<file path="src/rtl/sdc_pkg.sv">
// Shared constants and state encoding for the SD card controller sector-buffer sequencers.
// Imported by the block read/write sequencers and their helpers.
package sdc_pkg;

  localparam int SDC_ADDR_W    = 11;
  localparam int SDC_DATA_W    = 64;
  localparam int SDC_BLK_WORDS = 64;

  typedef enum logic [1:0] {
    IDLE  = 2'd0,
    FETCH = 2'd1,
    DRAIN = 2'd2
  } blk_rd_state_t;

endpackage

</file>
<file path="src/rtl/sdc_sync_fifo.sv">
// Synchronous FIFO with occupancy count and flush; one-cycle write-to-read latency.
// Pushes are dropped when full unless a pop frees a slot in the same cycle.
module sdc_sync_fifo #(
  parameter  int WIDTH = 65,
  parameter  int DEPTH = 4,
  localparam int PTR_W = (DEPTH > 1) ? $clog2(DEPTH) : 1,
  localparam int CNT_W = $clog2(DEPTH + 1)
) (
  input  logic             clk,
  input  logic             reset,
  input  logic             i_flush,
  input  logic             i_push,
  input  logic [WIDTH-1:0] i_push_dat,
  input  logic             i_pop,
  output logic [WIDTH-1:0] o_head_dat,
  output logic             o_empty,
  output logic [CNT_W-1:0] o_count
);

  logic [WIDTH-1:0] r_mem [DEPTH];
  logic [PTR_W-1:0] r_wr_ptr;
  logic [PTR_W-1:0] r_rd_ptr;
  logic [CNT_W-1:0] r_count;
  logic             w_push;
  logic             w_pop;

  assign w_pop      = i_pop && (r_count != '0);
  assign w_push     = i_push && ((r_count != CNT_W'(DEPTH)) || w_pop);
  assign o_head_dat = r_mem[r_rd_ptr];
  assign o_empty    = (r_count == '0);
  assign o_count    = r_count;

  always_ff @(posedge clk) begin
    if (w_push) r_mem[r_wr_ptr] <= i_push_dat;
  end

  always_ff @(posedge clk) begin
    if (reset || i_flush) begin
      r_wr_ptr <= '0;
      r_rd_ptr <= '0;
      r_count  <= '0;
    end else begin
      if (w_push) r_wr_ptr <= (r_wr_ptr == PTR_W'(DEPTH - 1)) ? '0 : r_wr_ptr + PTR_W'(1);
      if (w_pop)  r_rd_ptr <= (r_rd_ptr == PTR_W'(DEPTH - 1)) ? '0 : r_rd_ptr + PTR_W'(1);
      case ({w_push, w_pop})
        2'b10:   r_count <= r_count + CNT_W'(1);
        2'b01:   r_count <= r_count - CNT_W'(1);
        default: r_count <= r_count;
      endcase
    end
  end

endmodule

</file>
<file path="src/rtl/sdc_blk_rd_ctrl.sv">
// Block-read sequencer: streams one buffer block as valid/ready words, first word 3 clk after start.
// SDC_BLK_RD_BYTESWAP_EN reverses byte order of each word at FIFO write.
module sdc_blk_rd_ctrl
  import sdc_pkg::*;
#(
  parameter int ADDR_W     = SDC_ADDR_W,
  parameter int DATA_W     = SDC_DATA_W,
  parameter int BLK_WORDS  = SDC_BLK_WORDS,
  parameter int FIFO_DEPTH = 4
) (
  input  logic                                clk,
  input  logic                                reset,
  input  logic                                start,
  input  logic                                abort,
  input  logic [ADDR_W-$clog2(BLK_WORDS)-1:0] blk_num,
  output logic                                busy,
  output logic                                done,
  output logic                                aborted,
  output logic [ADDR_W-1:0]                   bram_addr,
  input  logic [DATA_W-1:0]                   bram_dout,
  output logic [DATA_W-1:0]                   m_data,
  output logic                                m_valid,
  input  logic                                m_ready,
  output logic                                m_last
);

  localparam int LOG_W = $clog2(BLK_WORDS);
  localparam int BLK_W = ADDR_W - LOG_W;
  localparam int IDX_W = LOG_W + 1;
  localparam int CNT_W = $clog2(FIFO_DEPTH + 1);
  localparam int USE_W = CNT_W + 1;

  blk_rd_state_t    r_state;
  blk_rd_state_t    w_next;
  logic [BLK_W-1:0] r_blk;
  logic [IDX_W-1:0] r_word_idx;
  logic             r_s1_vld;
  logic             r_s1_last;
  logic             r_s2_vld;
  logic             r_s2_last;
  logic             w_issue;
  logic             w_start_ok;
  logic             w_flush;
  logic             w_last_issue;
  logic             w_credit_ok;
  logic             w_hs_last;
  logic [USE_W-1:0] w_used;
  logic [CNT_W-1:0] w_fifo_cnt;
  logic             w_fifo_empty;
  logic [DATA_W:0]  w_head;
  logic [DATA_W-1:0] w_wr_dat;

  // Credit covers words already queued plus both read-pipeline stages.
  assign w_used       = {1'b0, w_fifo_cnt} + USE_W'(r_s1_vld) + USE_W'(r_s2_vld);
  assign w_credit_ok  = (w_used < USE_W'(FIFO_DEPTH));
  assign w_last_issue = (r_word_idx == IDX_W'(BLK_WORDS - 1));
  assign m_valid      = !w_fifo_empty;
  assign m_last       = m_valid && w_head[DATA_W];
  assign m_data       = w_head[DATA_W-1:0];
  assign w_hs_last    = m_valid && m_ready && m_last;
  assign busy         = (r_state != IDLE);

  always_ff @(posedge clk) begin
    if (reset) r_state <= IDLE;
    else       r_state <= w_next;
  end

  always_comb begin
    w_next     = r_state;
    w_issue    = 1'b0;
    w_start_ok = 1'b0;
    w_flush    = 1'b0;
    done       = 1'b0;
    aborted    = 1'b0;
    if (abort) begin
      w_next  = IDLE;
      w_flush = 1'b1;
      aborted = !reset && (r_state != IDLE);
    end else begin
      case (r_state)
        IDLE: if (start) begin
          w_next     = FETCH;
          w_start_ok = 1'b1;
        end
        FETCH: if (w_credit_ok) begin
          w_issue = 1'b1;
          if (w_last_issue) w_next = DRAIN;
        end
        DRAIN: if (w_hs_last) begin
          done   = !reset;
          w_next = IDLE;
        end
        default: w_next = IDLE;
      endcase
    end
  end

  always_ff @(posedge clk) begin
    if (reset) begin
      r_blk      <= '0;
      r_word_idx <= '0;
      bram_addr  <= '0;
      r_s1_vld   <= 1'b0;
      r_s1_last  <= 1'b0;
      r_s2_vld   <= 1'b0;
      r_s2_last  <= 1'b0;
    end else begin
      if (w_start_ok) begin
        r_blk      <= blk_num;
        r_word_idx <= '0;
      end
      if (w_issue) begin
        bram_addr  <= {r_blk, r_word_idx[LOG_W-1:0]};
        r_word_idx <= r_word_idx + IDX_W'(1);
      end
      r_s1_vld  <= w_issue;
      r_s1_last <= w_last_issue;
      r_s2_vld  <= r_s1_vld && !w_flush;
      r_s2_last <= r_s1_last;
    end
  end

`ifdef SDC_BLK_RD_BYTESWAP_EN
  for (genvar b = 0; b < DATA_W / 8; b++) begin : g_swap
    assign w_wr_dat[8*b +: 8] = bram_dout[8*(DATA_W/8-1-b) +: 8];
  end
`else
  assign w_wr_dat = bram_dout;
`endif

  sdc_sync_fifo #(
    .WIDTH (DATA_W + 1),
    .DEPTH (FIFO_DEPTH)
  ) u_fifo (
    .clk        (clk),
    .reset      (reset),
    .i_flush    (w_flush),
    .i_push     (r_s2_vld),
    .i_push_dat ({r_s2_last, w_wr_dat}),
    .i_pop      (m_ready),
    .o_head_dat (w_head),
    .o_empty    (w_fifo_empty),
    .o_count    (w_fifo_cnt)
  );

endmodule

</file>
<file path="config.mk">
export PLATFORM = sky130hd
export DESIGN_NAME = sdc_blk_rd_ctrl
export DESIGN_NICKNAME = d
export VERILOG_FILES = /design/src/rtl/sdc_pkg.sv /design/src/rtl/sdc_sync_fifo.sv /design/src/rtl/sdc_blk_rd_ctrl.sv
export SDC_FILE = /design/constraint.sdc
export NUM_CORES = 1
export LEC_CHECK = 0
export CORE_MARGIN = 2
export CORE_UTILIZATION = 36
export CTS_CLUSTER_DIAMETER = 60
export CTS_CLUSTER_SIZE = 8
export DETAILED_ROUTE_END_ITERATION = 8
export PLACE_DENSITY_LB_ADDON = 0.25
export SLEW_MARGIN = 15
export SYNTH_ARGS = -nofsm -noshare
export SYNTH_HDL_FRONTEND = slang
export SYNTH_SLANG_ARGS = --single-unit
</file>
<file path="constraint.sdc">
create_clock -name clk -period 4.4 [get_ports clk]
set_input_delay 0.66 -clock clk [delete_from_list [all_inputs] [get_ports clk]]
set_output_delay 0.66 -clock clk [all_outputs]
set_load 0.01 [all_outputs]
</file>
[Yosys cells after proc, flatten, opt, wreduce, memory -nomap -nowiden]
Memory sizes are Yosys's and may differ from the RTL's. A register that Yosys moved wholly into a read port is not among the register bits.
Cells that the tools add are included.
W data, S select, Z words.
Cells by class
  reductions and logical operators: 20
  magnitude comparators: 1
  equality and inequality tests: 12
  $add $sub $neg: 7
  muxes and demuxes: 25
Operator list (count)
  $mux W2: 8
  $mux W7: 2
  $mux W1: 13
  $eq A2 B2 Y1 const B: 4
  $ne A2 B2 Y1 const B: 4
  $add A7 B1 Y7 const B: 1
  $eq A7 B6 Y1 const B: 1
  $logic_and A1 B1 Y1: 7
  $pmux W2 S3: 1
  $pmux W3 S2: 1
  $reduce_bool A2 Y1: 3
  $add A2 B1 Y2 const B: 2
  $add A3 B1 Y4: 1
  $add A4 B1 Y4: 1
  $eq A2 B1 Y1 const B: 2
  $lt A4 B3 Y1 const B: 1
  $reduce_and A4 Y1: 1
  $add A3 B1 Y3 const B: 1
  $logic_not A1 Y1: 3
  $logic_not A3 Y1: 1
  $ne A3 B3 Y1 const B: 1
  $reduce_bool A3 Y1: 1
  $sub A3 B1 Y3 const B: 1
  $logic_not A2 Y1: 1
  2 further kinds: 3
Storage, ports and cells
  register bits after elaboration: 36
  output and inout bits: 80
  RAM bits: 260
  bits of input ports: 74
  memories: 1
Memory list
  u_fifo.r_mem: words 4, width 65, rd ports 1, clocked after memory_dff 1, write ports 1, line sdc_sync_fifo.sv:20  | logic [WIDTH-1:0] r_mem [DEPTH];

[Logic depth before layout (Yosys ltp)]
Gate-level depths: netlist (run 1).
  word-level depth: 7
  gate-level depth with buffers: 10

[By module]
Synthesis (run 1) repeated with hierarchy kept, for this count alone.
Second synthesis, totals
  cells, all modules: 536
  area, all modules: 11110.7 um^2
Modules (own cells, without submodules)
  sdc_sync_fifo: cells each 398, area an instance 9929.5 um^2, instances 1, sequential area each 7987.7 um^2
  sdc_blk_rd_ctrl: cells each 138, area an instance 1181.1 um^2, instances 1, sequential area each 580.6 um^2

[Worst setup path before layout (run 1)]
OpenSTA, ideal clock, no wires.
  path type: input -> register
  start point: in m_ready
  end point: mem u_fifo.r_mem[0][0], enable pin
  arrival: 2.422 ns
  setup time: 0.430 ns
  data required time: 3.970 ns
  stages on the path: 2
  path slack: 1.548 ns
  buffers on the path: 0
  cells stage by stage: o41a_1 and2_1
Between the ends
  word-level cells in the longest chain between the ends: 5
RTL lines
  from (decl): line sdc_blk_rd_ctrl.sv:23  | input logic m_ready,
  $logic_and A1 B1 Y1: line sdc_sync_fifo.sv:27  | assign w_pop = i_pop && (r_count != '0);
  $logic_or A1 B1 Y1: line sdc_sync_fifo.sv:28  | assign w_push = i_push && ((r_count != CNT_W'(DEPTH)) || w_pop);
  $logic_and A1 B1 Y1: line sdc_sync_fifo.sv:28
  $mux W1: line sdc_sync_fifo.sv:34  | if (w_push) r_mem[r_wr_ptr] <= i_push_dat;
  $mux W1 (implied by the code): line sdc_sync_fifo.sv:34
  to (decl): line sdc_sync_fifo.sv:20
No other way between the ends.

==> results of run 1 <==
cell families (layout without fill, tap and decap cells):
kind of cell	Yosys count	count (layout)	synth area share
flops	298	298	0.779
xor+xnor	2	2	0.00159
fa+ha+maj	9	9	0.0109
mux	70	70	0.138
compound gates	38	38	0.0229
simple gates	80	80	0.0352
buf+inv	32	226	0.0124
registers in the layout (all words and copies together), names as in the netlist, 2 cells and up, named ones only:
signal,flops
u_fifo.r_mem,260
r_blk,5
u_fifo.r_rd_ptr,2
bram_addr,11
u_fifo.r_wr_ptr,2
r_state,2
r_word_idx,7
u_fifo.o_count,3
cells in the final DEF, fill, tap and decap left out, types with 8 or more instances in the layout:
| cell type | instances |
|---|---|
| a21oi_1 | 22 |
| nor2_1 | 14 |
| clkdlybuf4s50_1 | 153 |
| edfxtp_1 | 260 |
| ha_1 | 8 |
| clkbuf_1 | 13 |
| dfxtp_1 | 36 |
| nand2_1 | 35 |
| mux4_2 | 65 |
| clkbuf_16 | 43 |
worst max path at each step:
stage	startpoint	endpoint	slack [ns]	depth (start not counted)
finish	register	m_data[4]	1.0	3
global route	register	m_data[3]	0.79	3
CTS	register	m_data[47]	0.88	3
detailed placement	register	m_data[47]	1.45	3
global placement	register	m_data[47]	1.44	3
floorplan	m_ready	u_fifo.r_mem[0][0]$_DFFE_PP_	1.55	2
routing by layer:
metal  up-vias  global-route usage  part of all wire
li1       2484                   -                 -
met1      2847               0.170              0.41
met2       183               0.225              0.50
met3        33              0.0407             0.076
met4         0              0.0440             0.018
met5         -                   0                 0
critical path: cells and delay by family, from the launching register on:
family / cells / cell delay (ns)
muxes: 1 / 0.58
DFF: 1 / 0.69
buffers and inverters: 2 / 0.87
report_power, final:
group	switching (mW)	total, mW	internal [mW]	leakage (nW)
clock	1.11	2.91	1.79	0.578
combinational	0.0547	0.128	0.0735	1.21
sequential	0.00366	3.08	3.08	2.65
total	1.17	6.12	4.94	4.44
metrics by stage:
step	power [mW]	cell area (µm²)	util
6_report	6.12	14200	0.474
5_1_grt	6.32	14200	0.474
4_1_cts	6.20	14200	0.474
3_5_place_dp	3.26	13000	0.434
3_3_place_gp	3.26	13000	0.434
2_1_floorplan	3.16	11000	-
layout make-up:
class / count / area (µm²) / share of cell area
Timing Repair Buffer: 156 / 1570 / 0.111
Inverter: 9 / 33.8 / 0.00239
Multi-Input combinational cell: 199 / 2300 / 0.162
Clock inverter: 4 / 52.6 / 0.00371
Clock buffer: 57 / 1140 / 0.0804
Sequential cell: 298 / 8580 / 0.606
Tap cell: 390 / 488 / 0.0345
==> results by group, run 1 <==
Job
  • Maxcap violations: 0

Timing
  • Slew HR: 0.299
  • Slew @ Worst Pin: 1.05 ns
  • WHS: 0.460 ns
  • Final Skew: 0.00897 ns
  • Fmax: 294 MHz
  • RSZ-0062 raised after global routing: no
  • Final hold violations: 0
  • Setup TNS: 0 ns
  • Period minus WS final: 3.40 ns
  • Final period utilization: 0.774
  • Final number of setup-violating endpoints: 0
  • Fin. max-slew vios: 0
  • Final Worst Setup Slack: 0.996 ns

Synthesis
  • Post-synth net total: 612
  • Count of flip-flops with a built-in enable after synthesis: 260
  • Largest cells by area after synthesis: edfxtp_1, mux4_2, dfxtp_1
  • Post-Synthesis Cells: 529
  • Synth unique cells: 41
  • Yosys warns: 0
  • Post-synthesis register bit count: 298
  • Synth Area per Inst: 20.8 µm²
  • Synth cell count leaders: edfxtp_1, mux4_2, dfxtp_1
  • Seq/Total Area, Yosys: 0.779
  • Async SR Flop Fraction: 0
  • Yosys top cell area share: 0.710
  • Cell Area, Synth: 11,000 µm²
  • Most common flop cell mapped by yosys: edfxtp_1
  • Most numerous cell in the Yosys netlist: edfxtp_1
  • Synth area leader: edfxtp_1

Pwr
  • Pwr Density: 432 nW/µm²
  • Maximum vdd drop: 0.288 mV
  • Pleak: 4.44 nW

Layout
  • Nets: 790
  • Final Non-Filler Cells: 1,113
  • Fillers: 2,457
  • Area delta synth->final: 28.7%
  • Antenna Cells: 0
  • Share of cells above drive strength 1: 0.173

Drt
  • Vias per cell: 4.98
  • Vias: 5,547
  • Final WL: 21,500 µm
  • Initial DRT Pass Iterations: 5
  • 1st-iter DRT viols: 382
  • DR DRC count: 0
  • DR WL/cell: 19.3 µm
  • Final ANT Viol Nets: 0

Place
  • Number of port buffers: 153
  • Gp weighted congestion: 0.754
  • Final HPWL DP: 12,200 µm
  • Worst slack, placed: 1.45 ns
  • Placed insts: 1,052

Min path
  • Worst hold-check path type: reg -> reg
  • Hold Startpoint: r_s1_last$_SDFF_PP0_
  • WHS Path Cells: 1
  • Hold Path Sink: r_s2_last$_SDFF_PP0_

Global route
  • Total Routing Usage GR: 0.135
  • First-pass GRT wire length: 32,700 µm
  • Initial antenna violation count: 0
  • Largest net degree at the start of global routing: 66
  • Vias in the first global route: 5,892
  • Overflow after GRT: 0

Worst setup path
  • Worst r2r src: u_fifo.o_count[0]$_SDFFE_PP0P_
  • Crit-path max cell delay: 0.69 ns
  • Crit end category: primary output
  • Crit-path max FO: 40
  • Reg2reg setup slack: 1.97 ns
  • CP cell instances: buf_12, mux4_2, clkdlybuf4s50_1
  • Data required, critical path: 3.74 ns
  • Crit path DAT: 2.74 ns
  • Reg2Reg Depth: 5
  • Crit path kind: reg -> out
  • Startpoint types: register
  • Capturing point of the worst reg2reg path: r_word_idx[3]$_SDFFE_PP0P_
  • Slowest-stage cell, CP: dfxtp_4

Clocking
  • Inserted Clock Buffers: 43
  • Clk_lat worst skew: 0.53 ns
  • Clk slew on worst S/H paths: 0.05 ns
  • Number of setup buffers added after CTS: 0
  • Post-cts sizing count: 0
  • Hold buffers post-CTS: 0
  • H-tree Lvls: 2
  • CTS tree: done
  • CTS Root Buffer Type: clkbuf_16
  • Worst-case clock buffer depth: 3
  • Sink Count: 298

Outcome
  • Status: complete, no violations

Floorplan
  • Die Area: 32,000 µm²
  • Initial Utilization: 0.368
  • FP Rows: 63
  • Placeable Area: 29,900 µm²
  • I/O Pins: 154
  • Die X: 179 µm
  • Die H: 179 µm
Power figures use the tool's default switching activity.
==> run 2, diff against run 1 <==
Clock period 4.4 ns to 3.1 ns, I/O delays scaled along.
==> run 2 against run 1 <==
Clock power up 41%. Flip-flop and latch count unchanged. Final area up 0.93%. Combinational power up 42%. Setup slack worse by 0.67 ns. Cell count up 0.72%. Clock-buffer cell count up 1. Clock skew up 0.0027 ns. Hold slack worse by 0.028 ns. Non-clock buffer count up 8.
==> results by group, run 2 (synthesis results as in run 1) <==
Outcome
  • Status: complete, no violations

Timing
  • Slew @ Worst Pin: 0.643 ns
  • Fmax: 361 MHz
  • Slew HR: 0.570
  • RSZ-0062 raised after global routing: no
  • Final number of setup-violating endpoints: 0
  • Final hold violations: 0
  • WHS: 0.431 ns
  • Setup TNS: 0 ns
  • Fin. max-slew vios: 0
  • Period minus WS final: 2.77 ns
  • Final period utilization: 0.895
  • Final Skew: 0.0117 ns

Clocking
  • CTS Root Buffer Type: clkbuf_16
  • Clk_lat worst skew: 0.51 ns
  • Inserted Clock Buffers: 43
  • H-tree Lvls: 2
  • Clk slew on worst S/H paths: 0.05 ns
  • Sink Count: 298
  • Post-cts sizing count: 0
  • CTS tree: done
  • Number of setup buffers added after CTS: 0
  • Hold buffers post-CTS: 0
  • Worst-case clock buffer depth: 3

Job
  • Maxcap violations: 0

Global route
  • Total Routing Usage GR: 0.140
  • First-pass GRT wire length: 33,900 µm
  • Largest net degree at the start of global routing: 66
  • Initial antenna violation count: 0
  • Overflow after GRT: 0
  • Vias in the first global route: 6,118

Place
  • Final HPWL DP: 12,700 µm
  • Gp weighted congestion: 0.793
  • Number of port buffers: 153

Worst setup path
  • Reg2reg setup slack: 0.68 ns
  • Startpoint types: register
  • Worst r2r src: u_fifo.o_count[2]$_SDFFE_PP0P_
  • Data required, critical path: 2.63 ns
  • Crit-path max FO: 33
  • Crit path DAT: 2.31 ns
  • Reg2Reg Depth: 9
  • Crit end category: primary output
  • Crit path kind: reg -> out

Min path
  • WHS Path Cells: 1
  • Hold Startpoint: r_s1_last$_SDFF_PP0_
  • Worst hold-check path type: reg -> reg

Drt
  • DR DRC count: 0
  • 1st-iter DRT viols: 407
  • Final ANT Viol Nets: 0
  • Vias: 5,620
  • Initial DRT Pass Iterations: 5
  • Vias per cell: 5.01
  • DR WL/cell: 19.7 µm
  • Final WL: 22,100 µm

Layout
  • Nets: 798
  • Antenna Cells: 0
  • Most frequent cells in the layout: edfxtp_1, clkdlybuf4s50_1, mux4_2, clkbuf_16, dfxtp_1
  • Max reg flops: 260
  • Area delta synth->final: 29.9%
  • Share of cells above drive strength 1: 0.182
  • Top Registers: u_fifo.r_mem: 260 flops, bram_addr: 11 flops, r_word_idx: 7 flops
  • Most common cell after layout, fill and taps aside: edfxtp_1
  • Final Core Density: 0.478
  • Largest register by flop count: u_fifo.r_mem

Floorplan
  • Die Area: 32,000 µm²
  • Die X: 179 µm
  • Placeable Area: 29,900 µm²
  • I/O Pins: 154
  • Initial Utilization: 0.368
  • Die H: 179 µm
  • FP Rows: 63

Pwr
  • Sw Share: 0.187
  • Clk network pwr share: 0.473
  • Pwr Density: 606 nW/µm²
  • Sw power: 1.62 mW
  • Register share of total power: 0.506
  • Gate power share: 0.021
  • Maximum vdd drop: 0.319 mV
  • Total power: 8.65 mW
  • Pleak: 4.49 nW
  • Int Power: 7.03 mW
[run 2: worst max-delay path, cell delays in order, from the launching register on]
cell and delay (ns):
dfxtp_4 0.39, buf_12 0.26, mux4_2 0.55, clkdlybuf4s50_1 0.54
[run 2: worst paths after layout]
check,endpoint
min reg2reg,r_s2_last$_SDFF_PP0_
min,r_s2_last$_SDFF_PP0_
max,m_data[1]
max reg2reg,u_fifo.o_count[2]$_SDFFE_PP0P_
[run 2: metrics by stage]
| stage | instances | worst slack [ns] | area (µm²) |
|---|---|---|---|
| after floorplan | 529 | 0.426 | 11000 |
| after global placement | 1060 | 0.407 | 13100 |
| after detailed placement | 1060 | 0.353 | 13100 |
| after CTS | 1121 | 0.272 | 14300 |
| after global routing | 1121 | 0.204 | 14300 |
| final | 1121 | 0.326 | 14300 |
[run 2: layer usage]
metal / track usage / up-vias / share of wire
li1: - / 2506 / -
met1: 0.175 / 2901 / 0.42
met2: 0.236 / 180 / 0.50
met3: 0.0418 / 33 / 0.069
met4: 0.0417 / 0 / 0.018
met5: 0 / - / 0
[run 2: power groups by stage]
stage	Sequential, mW	Combinational [mW]	Clock, mW
6_report	4.38	0.182	4.09
5_1_grt	4.37	0.197	4.37
4_1_cts	4.38	0.184	4.20
3_5_place_dp	4.45	0.183	0
3_3_place_gp	4.45	0.172	0
2_1_floorplan	4.45	0.0367	0
[run 2: final cells by class]
cell class	instances	area [µm²]
flip-flops and latches	298	8580
multi-input cells	199	2300
fillers	2461	15600
clock inverters	3	33.8
clock buffers	58	1150
inverters	9	33.8
well taps	390	488
repair buffers	164	1700
